## src/rtl/keypad_encoder_deb.sv

```systemverilog
// ==========================================================================
// keypad_encoder_deb : synchronised, debounced one-hot keypad to binary
// encoder with multi-key rejection.   Revision 1.0
// ==========================================================================
`default_nettype none

module keypad_encoder_deb #(
   parameter int NUM_KEYS        = 10,
   parameter int DATA_W          = 4,
   parameter int SYNC_STAGES     = 2,
   parameter int DEBOUNCE_CYCLES = 4
) (
   input  logic                clk,
   input  logic                resetn,
   input  logic [NUM_KEYS-1:0] keypad,
   input  logic                enablen,
   output logic [DATA_W-1:0]   D,
   output logic                loadn,
   output logic                pgt_1hz,
   output logic                invalid
);

   localparam int             CNT_W    = $clog2(DEBOUNCE_CYCLES + 1);
   localparam logic [CNT_W-1:0] CNT_DONE = CNT_W'(DEBOUNCE_CYCLES);
   localparam logic [CNT_W-1:0] CNT_ONE  = CNT_W'(1);

   typedef enum logic [2:0] {
      IDLE     = 3'd0,
      DEBOUNCE = 3'd1,
      PRESSED  = 3'd2,
      RELEASE  = 3'd3,
      LOCKOUT  = 3'd4
   } state_t;

   logic [SYNC_STAGES-1:0][NUM_KEYS-1:0] sync_q;
   logic [NUM_KEYS-1:0]                  ks;
   logic [NUM_KEYS-1:0]                  pat;
   logic [CNT_W-1:0]                     cnt;
   logic [CNT_W-1:0]                     cnt_inc;
   logic [DATA_W-1:0]                    pat_code;
   logic                                 ks_zero;
   logic                                 ks_single;
   logic                                 ks_multi;
   state_t                               state;

   always_ff @(posedge clk or negedge resetn) begin
      if (!resetn) begin
         sync_q <= '0;
      end else begin
         sync_q <= {sync_q[SYNC_STAGES-2:0], keypad};
      end
   end

   assign ks = sync_q[SYNC_STAGES-1];

   // Clearing the lowest set bit leaves zero only for a single-bit pattern.
   assign ks_zero   = (ks == '0);
   assign ks_single = !ks_zero && ((ks & (ks - NUM_KEYS'(1))) == '0);
   assign ks_multi  = !ks_zero && !ks_single;

   assign cnt_inc = (cnt == CNT_DONE) ? cnt : cnt + CNT_ONE;

   always_comb begin
      pat_code = '0;
      for (int i = 0; i < NUM_KEYS; i++) begin
         if (pat[i]) begin
            pat_code = DATA_W'(i);
         end
      end
   end

   always_ff @(posedge clk or negedge resetn) begin
      if (!resetn) begin
         state   <= IDLE;
         cnt     <= '0;
         pat     <= '0;
         D       <= '0;
         loadn   <= 1'b1;
         pgt_1hz <= 1'b0;
         invalid <= 1'b0;
      end else begin
         loadn   <= 1'b1;
         invalid <= 1'b0;
         case (state)
            IDLE: begin
               if (!enablen) begin
                  if (ks_single) begin
                     pat   <= ks;
                     cnt   <= CNT_ONE;
                     state <= DEBOUNCE;
                  end else if (ks_multi) begin
                     invalid <= 1'b1;
                     cnt     <= '0;
                     state   <= LOCKOUT;
                  end
               end
            end
            DEBOUNCE: begin
               if (!enablen && (ks == pat)) begin
                  cnt <= cnt_inc;
                  if (cnt_inc == CNT_DONE) begin
                     D       <= pat_code;
                     loadn   <= 1'b0;
                     pgt_1hz <= 1'b1;
                     state   <= PRESSED;
                  end
               end else begin
                  state <= IDLE;
               end
            end
            PRESSED: begin
               if (ks_zero) begin
                  cnt   <= CNT_ONE;
                  state <= RELEASE;
               end
            end
            RELEASE: begin
               if (ks_zero) begin
                  cnt <= cnt_inc;
                  if (cnt_inc == CNT_DONE) begin
                     pgt_1hz <= 1'b0;
                     state   <= IDLE;
                  end
               end else begin
                  state <= PRESSED;
               end
            end
            LOCKOUT: begin
               // Any key activity restarts the quiet-period count.
               if (ks_zero) begin
                  cnt <= cnt_inc;
                  if (cnt_inc == CNT_DONE) begin
                     state <= IDLE;
                  end
               end else begin
                  cnt <= '0;
               end
            end
            default: state <= IDLE;
         endcase
      end
   end

endmodule

`default_nettype wire

```

## config.mk

```make
export PLATFORM = sky130hd
export DESIGN_NAME = keypad_encoder_deb
export DESIGN_NICKNAME = d
export VERILOG_FILES = /design/src/rtl/keypad_encoder_deb.sv
export SDC_FILE = /design/constraint.sdc
export NUM_CORES = 1
export LEC_CHECK = 0
export ABC_AREA = 0
export CAP_MARGIN = 10
export CORE_ASPECT_RATIO = 1.75
export CORE_MARGIN = 2
export CORE_UTILIZATION = 42
export DETAILED_ROUTE_END_ITERATION = 12
export GPL_ROUTABILITY_DRIVEN = 0
export PLACE_DENSITY = 0.7
export SYNTH_ARGS = -nofsm -noshare
export SYNTH_HDL_FRONTEND = slang
export SYNTH_SLANG_ARGS = --single-unit
```

## constraint.sdc

```tcl
create_clock -name clk -period 3.8 [get_ports clk]
set_clock_uncertainty 0.1 [all_clocks]
set_input_delay 0.38 -clock clk [delete_from_list [all_inputs] [get_ports clk]]
set_output_delay 0.38 -clock clk [all_outputs]
set_load 0.01 [all_outputs]
```

Word-level counts from Yosys, hierarchy flattened --
Cells that the tools add are included.
Cells by class: add/sub/neg operators 2, eq/ne operators 16, mux-type cells 40, bitwise gates (word level) 2, reduce and logical (&&, ||, !) cells 16
Operators by type and width (number):
- 3-bit two-way mux | 17
- 4-bit two-way mux | 8
- 3-bit case mux with 5 select lines | 2
- 10-bit zero test | 2
- 2-bit inequality test, second input constant | 7
- 1-bit two-way mux | 12
- 10-bit bitwise AND | 1
- 10-bit equality test | 1
- 5-bit AND reduction | 2
- 10-bit by 1-bit subtractor with 10-bit output, second input constant | 1
- 3-bit equality test, second input constant | 3
- 3-bit by 2-bit equality test with 1-bit output, second input constant | 2
- 3-bit inequality test, second input constant | 2
- 3-bit AND reduction | 2
- 6-bit AND reduction | 1
- 5-bit nonzero test | 1
- 3-bit by 1-bit adder with 3-bit output, second input constant | 1
- 3-bit by 1-bit equality test with 1-bit output, second input constant | 1
- 1-bit logical AND | 3
- 1-bit zero test | 3
- 3-bit zero test | 1
- 1-bit case mux with 2 select lines | 1
- 2-bit nonzero test | 1
- 1-bit inverter | 1
Storage, ports and cells: register bits after elaboration 43, word-level logic and storage cells 85

Depth between registers and ports, before layout --
Gate-level depths: netlist (run 1).
word-level depth 10, mapped depth 8, gate-level depth less buffers 8

Worst setup path before layout (run 1) --
Ideal clock, no wire load.
path type reg-to-reg, start point register cnt[0], end point register D[0], arrival time 2.224 ns, data required time 3.575 ns, setup slack 1.351 ns, cell stages (with the launch flop) 8, path buffers 0, period minus slack after synthesis 2.449 ns, path through dfrtp_1 ha_1 or3b_1 a311oi_2 nand2_1 or2_4 nor3_4 mux2_2
Between the ends: word-level cells in the longest chain between the ends 4
Ends and longest elaborated chain:
- start, declared | RTL line 38 | logic [CNT_W-1:0] cnt;
- start signal, assigned | RTL line 100 | cnt <= cnt_inc;
- start signal, assigned | RTL line 119 | cnt <= cnt_inc;
- start signal, assigned | RTL line 131 | cnt <= cnt_inc;
- 3-bit by 1-bit adder with 3-bit output or 3-bit equality test (tied branches) | RTL line 61 | assign cnt_inc = (cnt == CNT_DONE) ? cnt : cnt + CNT_ONE;
- 3-bit two-way mux (*) | RTL line 61
- 3-bit equality test (*) | RTL line 101 | if (cnt_inc == CNT_DONE) begin
- 3-bit AND reduction (no line) (*)
- end signal, assigned | RTL line 102 | D <= pat_code;
- end, declared | RTL line 17 | output logic [DATA_W-1:0] D,
Every way passes the cells marked *; elsewhere a longest branch is shown, timed or not. A chain may end at the register's enable or synchronous reset.

Worst setup path after layout (run 1) --
start point register cnt[0], end point register D[1]
The elaborated chain is that of the path after synthesis.

==> impl_metrics.tcl, run 1 <==
set metrics [dict create \
    outcome "finished, final reports clean" \
    die-area_um2 5220 \
    synthesis.area_um2 1950 \
    cts_buffer_depth 2 \
    cts_tree "done" \
    numCtsBuffers 5 \
    synthFlopType "dfrtp_1" \
    fmax_mhz 368 \
    synth_top_family_by_area "simple AND/OR/NAND/NOR gates" \
    std_cell_rows 32 \
    netlist.area_leader.share_pct 54.0 \
    crit_start "cnt[0]" \
    cts.clk_slew.worst_paths_ns 0.07 \
    final.setup.tns_ns 0 \
    rsz0062_at_grt "false" \
    critical_path_class "reg2reg" \
    drt-wirelength-per-cell_um 15.5 \
    antennaDiodeCount 0 \
    vias 1305 \
    drv_cap 0 \
    crit_arrival_ns 2.79 \
    critical_path_required_ns 3.87 \
    first_pass_iters 4 \
    clock-sinks 43 \
    critPathMaxStageDelay_ns 0.44 \
    grt-ovfl-total 0 \
    start_util_pct 43.8 \
    async_flop_share_pct 100 \
    synth-seq-area-share_pct 55.3 \
    post_cts_buffers 0 \
    grt_max_degree 44 \
    hpwl_um 2710 \
    track_usage_pct 16.1 \
    synth.distinct_cells 47 \
    final_core_util_pct 51.2 \
    viasPerCell 5.55 \
    yosys.area_share.simple_pct 14.1 \
    worstPathCellList "inv_1 -> ha_1 -> or3b_1 -> a311oi_2 -> nand2_1 -> or2_4 -> nor3_4 -> mux2_2" \
    clock_latency_ns 0.29 \
    drive_above_1_share_pct 17.9 \
    synthXorXnorAreaFrac_pct 4.95 \
    r2r_start "cnt[0]" \
    post_synth_inst_count 161 \
    syn_nets 176 \
    routed_wl_um 3650 \
    synth_area_leaders "dfrtp_1, mux2_4, xor2_1, mux2_2, a21oi_1" \
    holdBufCountCts 0 \
    hold_violations 0 \
    setup_viol 0 \
    grt_pass1_vias 1384 \
    core_um2 4440 \
    detail_route.iter0.violations 79 \
    synth_top_area_cell "dfrtp_1" \
    fp.dieW_um 55.5 \
    synth_edf_count 0 \
    setup.worst_path.start_class "register" \
    power_density_nw_per_um2 362 \
    slew_headroom_pct 39.6 \
    io_pins 20 \
    leakage_uw 0.000984 \
    synth_compound_area_share_pct 12.0 \
    grt_pass1_wl_um 6460 \
    die_height_um 94.1 \
    crit_path_end_kind "register" \
    final_nets 198 \
    slowest_stage "dfrtp_1" \
    synth_fa_ha_area_share_pct 1.29 \
    drc 0 \
    synth-seq-cells 43 \
    post_cts_resized 0 \
    fin_crit_sh_pct 71.6 \
    hp-class "in2async" \
    cts.root.buffer_cell "clkbuf_8" \
    synth_mux_area_share_pct 9.83 \
    avgSynthCellArea_um2 12.1 \
    irDropWorstVdd_v 0.000282 \
    grt_antenna_before_repair 0 \
    maxSlewViolCount 0 \
    fin_area_um2 2270 \
    port_buffers 19 \
    tightestPinTransition_ns 0.906 \
    post_dp_cell_area_um2 2170 \
    htreeDepth 2 \
    crit_fanout 5 \
    layout_min_cycle_time_ns 2.72 \
    area_growth_pct 16.8 \
    drtAntennaViolNets 0 \
    synth_warnings 0 \
]
[sequential cells by signal (all words and copies together) (netlist names)]
register,count
sync_q,10
D,4
pat,10
loadn,1
state,3
cnt,3
ks,10
pgt_1hz,1
invalid,1
[final timing paths]
kind                       endpoint  slack [ns]  depth (start not counted)
max in group asynchronous     ks[9]        2.92                          1
min                          cnt[1]        0.11                          1
max reg2reg                    D[1]        1.08                          8
min reg2reg                   ks[1]        0.25                          0
max                            D[1]        1.08                          8
min in group clk              ks[1]        0.25                          0
[power by group]
group,total (uW),switching (uW),internal [uW]
Combinational,36.8,19.0,17.8
Sequential,479,10.6,469
Clock,307,141,166
[area by class of cell]
cell class | instances | area, um2
Inverter | 7 | 26.3
Tap cell | 51 | 63.8
Multi-Input combinational cell | 107 | 821
Clock buffer | 8 | 100
Timing Repair Buffer | 19 | 185
Fill cell | 381 | 2170
Sequential cell | 43 | 1080
[kinds of logic (layout without fill, tap and decap cells)]
kind of cell | count (synthesis) | count (layout)
mux | 14 | 14
flops | 43 | 43
xor+xnor | 11 | 11
fa+ha+maj | 2 | 2
compound gates | 35 | 35
buf+inv | 11 | 34
simple gates | 45 | 45
[cells in the final DEF (no fill, tap or decap), types with 3 or more instances in the layout]
cell,instances
o21ai_0,6
a211oi_1,3
xor2_1,10
clkbuf_8,7
mux2_4,9
clkdlybuf4s50_1,18
mux2_2,5
a21oi_1,10
nor3_1,4
inv_1,7
nand3_1,5
nand2_1,5
nor2_1,10
dfrtp_1,42
[stage by stage]
step	hold WS, ns	instances	total power [uW]	worst slack [ns]
final	0.113	235	823	1.08
after global routing	0.200	235	856	0.905
after CTS	0.154	235	835	1.08
after detailed placement	0.235	227	526	1.11
after global placement	0.233	227	524	1.16
after floorplan	-0.0156	161	499	1.35
[layer usage]
| layer | share of wire (%) | vias up | GRT usage (%) | routed length, um |
|---|---|---|---|---|
| met5 | 0 | - | 0 | 0 |
| met4 | 4.2 | 0 | 8.94 | 153 |
| met3 | 3.2 | 13 | 3.86 | 116 |
| met2 | 55 | 28 | 28.8 | 2000 |
| met1 | 38 | 638 | 17.2 | 1380 |
| li1 | - | 626 | - | - |
[worst max-delay path: cells and delay by family, from the launching register on]
kind,cells,cell delay [ns]
flip-flops,1,0.44
adder cells (fa/ha/maj),1,0.24
AND/OR/NAND/NOR,4,0.99
AO/OA/AOI/OAI,1,0.37
multiplexers,1,0.38
buffers and inverters,1,0.07
[cells in the mapped netlist (3+ instances only)]
library cell,instances
mux2_4,9
o21ai_0,6
nand2_1,5
clkbuf_1,3
dfrtp_1,42
a21oi_1,10
nor2_1,10
xor2_1,10
a211oi_1,3
mux2_2,5
nor3_1,4
nand3_1,5
inv_1,7
Power figures use the tool's default switching activity.
==> run 2: changes to the inputs <==
- PLACE_DENSITY: 0.7 -> 0.72
- clock period: 3.8 -> 2.3 ns (I/O delays scaled with it)
==> impl_metrics.tcl, run 2 (synthesis results as in run 1) <==
set metrics [dict create \
    worst_slack_ns -0.132 \
    cts.clk_slew.worst_paths_ns 0.08 \
    grt_pass1_vias 1482 \
    hpwl_um 2910 \
    detail_route.iter0.violations 23 \
    critical_path_required_ns 2.39 \
    drive_above_1_share_pct 33.0 \
    slew_headroom_pct 38.4 \
    final_common_cell "dfrtp_1" \
    grt_pass1_wl_um 6730 \
    power_density_nw_per_um2 561 \
    maxSlewViolCount 0 \
    cts_tree "done" \
    mostFrequentLayoutCells "dfrtp_1, buf_4, clkdlybuf4s50_1" \
    port_buffers 19 \
    outcome "finished with violations" \
    fin_crit_sh_pct 106 \
    final_nets 229 \
    htreeDepth 2 \
    setup.worst_path.start_class "register" \
    die_height_um 94.1 \
    first_pass_iters 4 \
    io_pins 20 \
    vias 1431 \
    die-area_um2 5220 \
    fmax_mhz 411 \
    area_growth_pct 32.6 \
    core_um2 4440 \
    cts_buffer_depth 2 \
    holdWs_ns -0.0432 \
    track_usage_pct 16.9 \
    routed_wl_um 3980 \
    grt_antenna_before_repair 0 \
    crit_path_end_kind "register" \
    antennaDiodeCount 0 \
    viasPerCell 5.38 \
    grt_max_degree 44 \
    leakage_uw 0.00117 \
    std_cell_rows 32 \
    setup_viol 4 \
    drt-wirelength-per-cell_um 15.0 \
    tightestPinTransition_ns 0.924 \
    rsz0062_at_grt "true" \
    layout_min_cycle_time_ns 2.43 \
    hp-class "in2async" \
    start_util_pct 43.8 \
    fp.dieW_um 55.5 \
    hold_violations 42 \
    grt-ovfl-total 0 \
    critical_path_class "reg2reg" \
    violations "hold timing, setup timing" \
    clock-sinks 43 \
    crit_arrival_ns 2.53 \
    numCtsBuffers 5 \
    clock_latency_ns 0.30 \
    drtAntennaViolNets 0 \
    crit_fanout 4 \
    r2r_slack_ns -0.13 \
    final.setup.tns_ns -0.513 \
    drc 0 \
    drv_cap 0 \
    cts.root.buffer_cell "clkbuf_8" \
    irDropWorstVdd_v 0.000915 \
]
-- run 2: cell count changes in the layout (fill, tap and decap cells not counted), sizes merged --
cell    change
buf        +31
bufinv      +1
clkbuf      -3
clkinv      +2
-- run 2: area by class of cell --
class                           count  area [um2]
Clock buffer                        5        68.8
Clock inverter                      3        43.8
Fill cell                         369        1860
Inverter                            7        26.3
Multi-Input combinational cell    107         868
Sequential cell                    43        1080
Tap cell                           51        63.8
Timing Repair Buffer               50         430
-- run 2: per-layer routing --
metal	share of wire, %	global-route usage, %	up-vias
met5	0	0	-
met2	58	31.7	28
met4	3.0	8.54	0
li1	-	-	688
met1	35	16.8	701
met3	3.3	3.99	14
-- run 2: through the flow --
step | setup WS (ns) | cells | total power (uW) | cell area [um2] | utilization [%]
2_1_floorplan | -0.146 | 161 | 824 | 1970 | -
3_3_place_gp | -0.170 | 249 | 878 | 2370 | 53.4
3_5_place_dp | -0.224 | 249 | 882 | 2370 | 53.4
4_1_cts | -0.127 | 261 | 1470 | 2530 | 57.0
5_1_grt | -0.229 | 266 | 1510 | 2580 | 58.1
6_report | -0.132 | 266 | 1450 | 2580 | 58.1
-- run 2: where the power goes --
| group | internal [uW] | switching, uW | total, uW |
|---|---|---|---|
| combinational | 43.5 | 41.5 | 84.9 |
| clock | 323 | 252 | 575 |
| sequential | 774 | 12.8 | 787 |
| total | 1140 | 307 | 1450 |
-- run 2: path summary, 6_finish.rpt --
path / from / end / depth (start not counted)
max in group asynchronous: resetn / ks[5] / 1
hold / removal: resetn / cnt[2] / 1
setup reg to reg: cnt[0] / D[0] / 8
setup / recovery: cnt[0] / D[0] / 8
hold reg to reg: sync_q[2] / ks[2] / 0
min in group clk: sync_q[2] / ks[2] / 0
-- run 2: critical path, cell delays in order (launching register included) --
cell	delay, ns
dfrtp_1	0.41
ha_2	0.21
or3b_4	0.40
a311oi_2	0.24
nand2_1	0.12
or2_4	0.25
nor3_4	0.14
buf_4	0.16
mux2_4	0.29
-- run 2: what timing repair did --
item / CTS / global route
cloned: 0 / 0
resized for setup: 3 / 3
setup buffers: 4 / 5
pin swaps: 6 / 1
endpoints found under the setup margin: 15 / 19
hold buffers: 0 / 0
==> run 3: changes to the inputs <==
- CAP_MARGIN: 10 -> default
==> results of run 3 <==
Same layout as run 2: the final DEF is identical, and so are final timing and power.
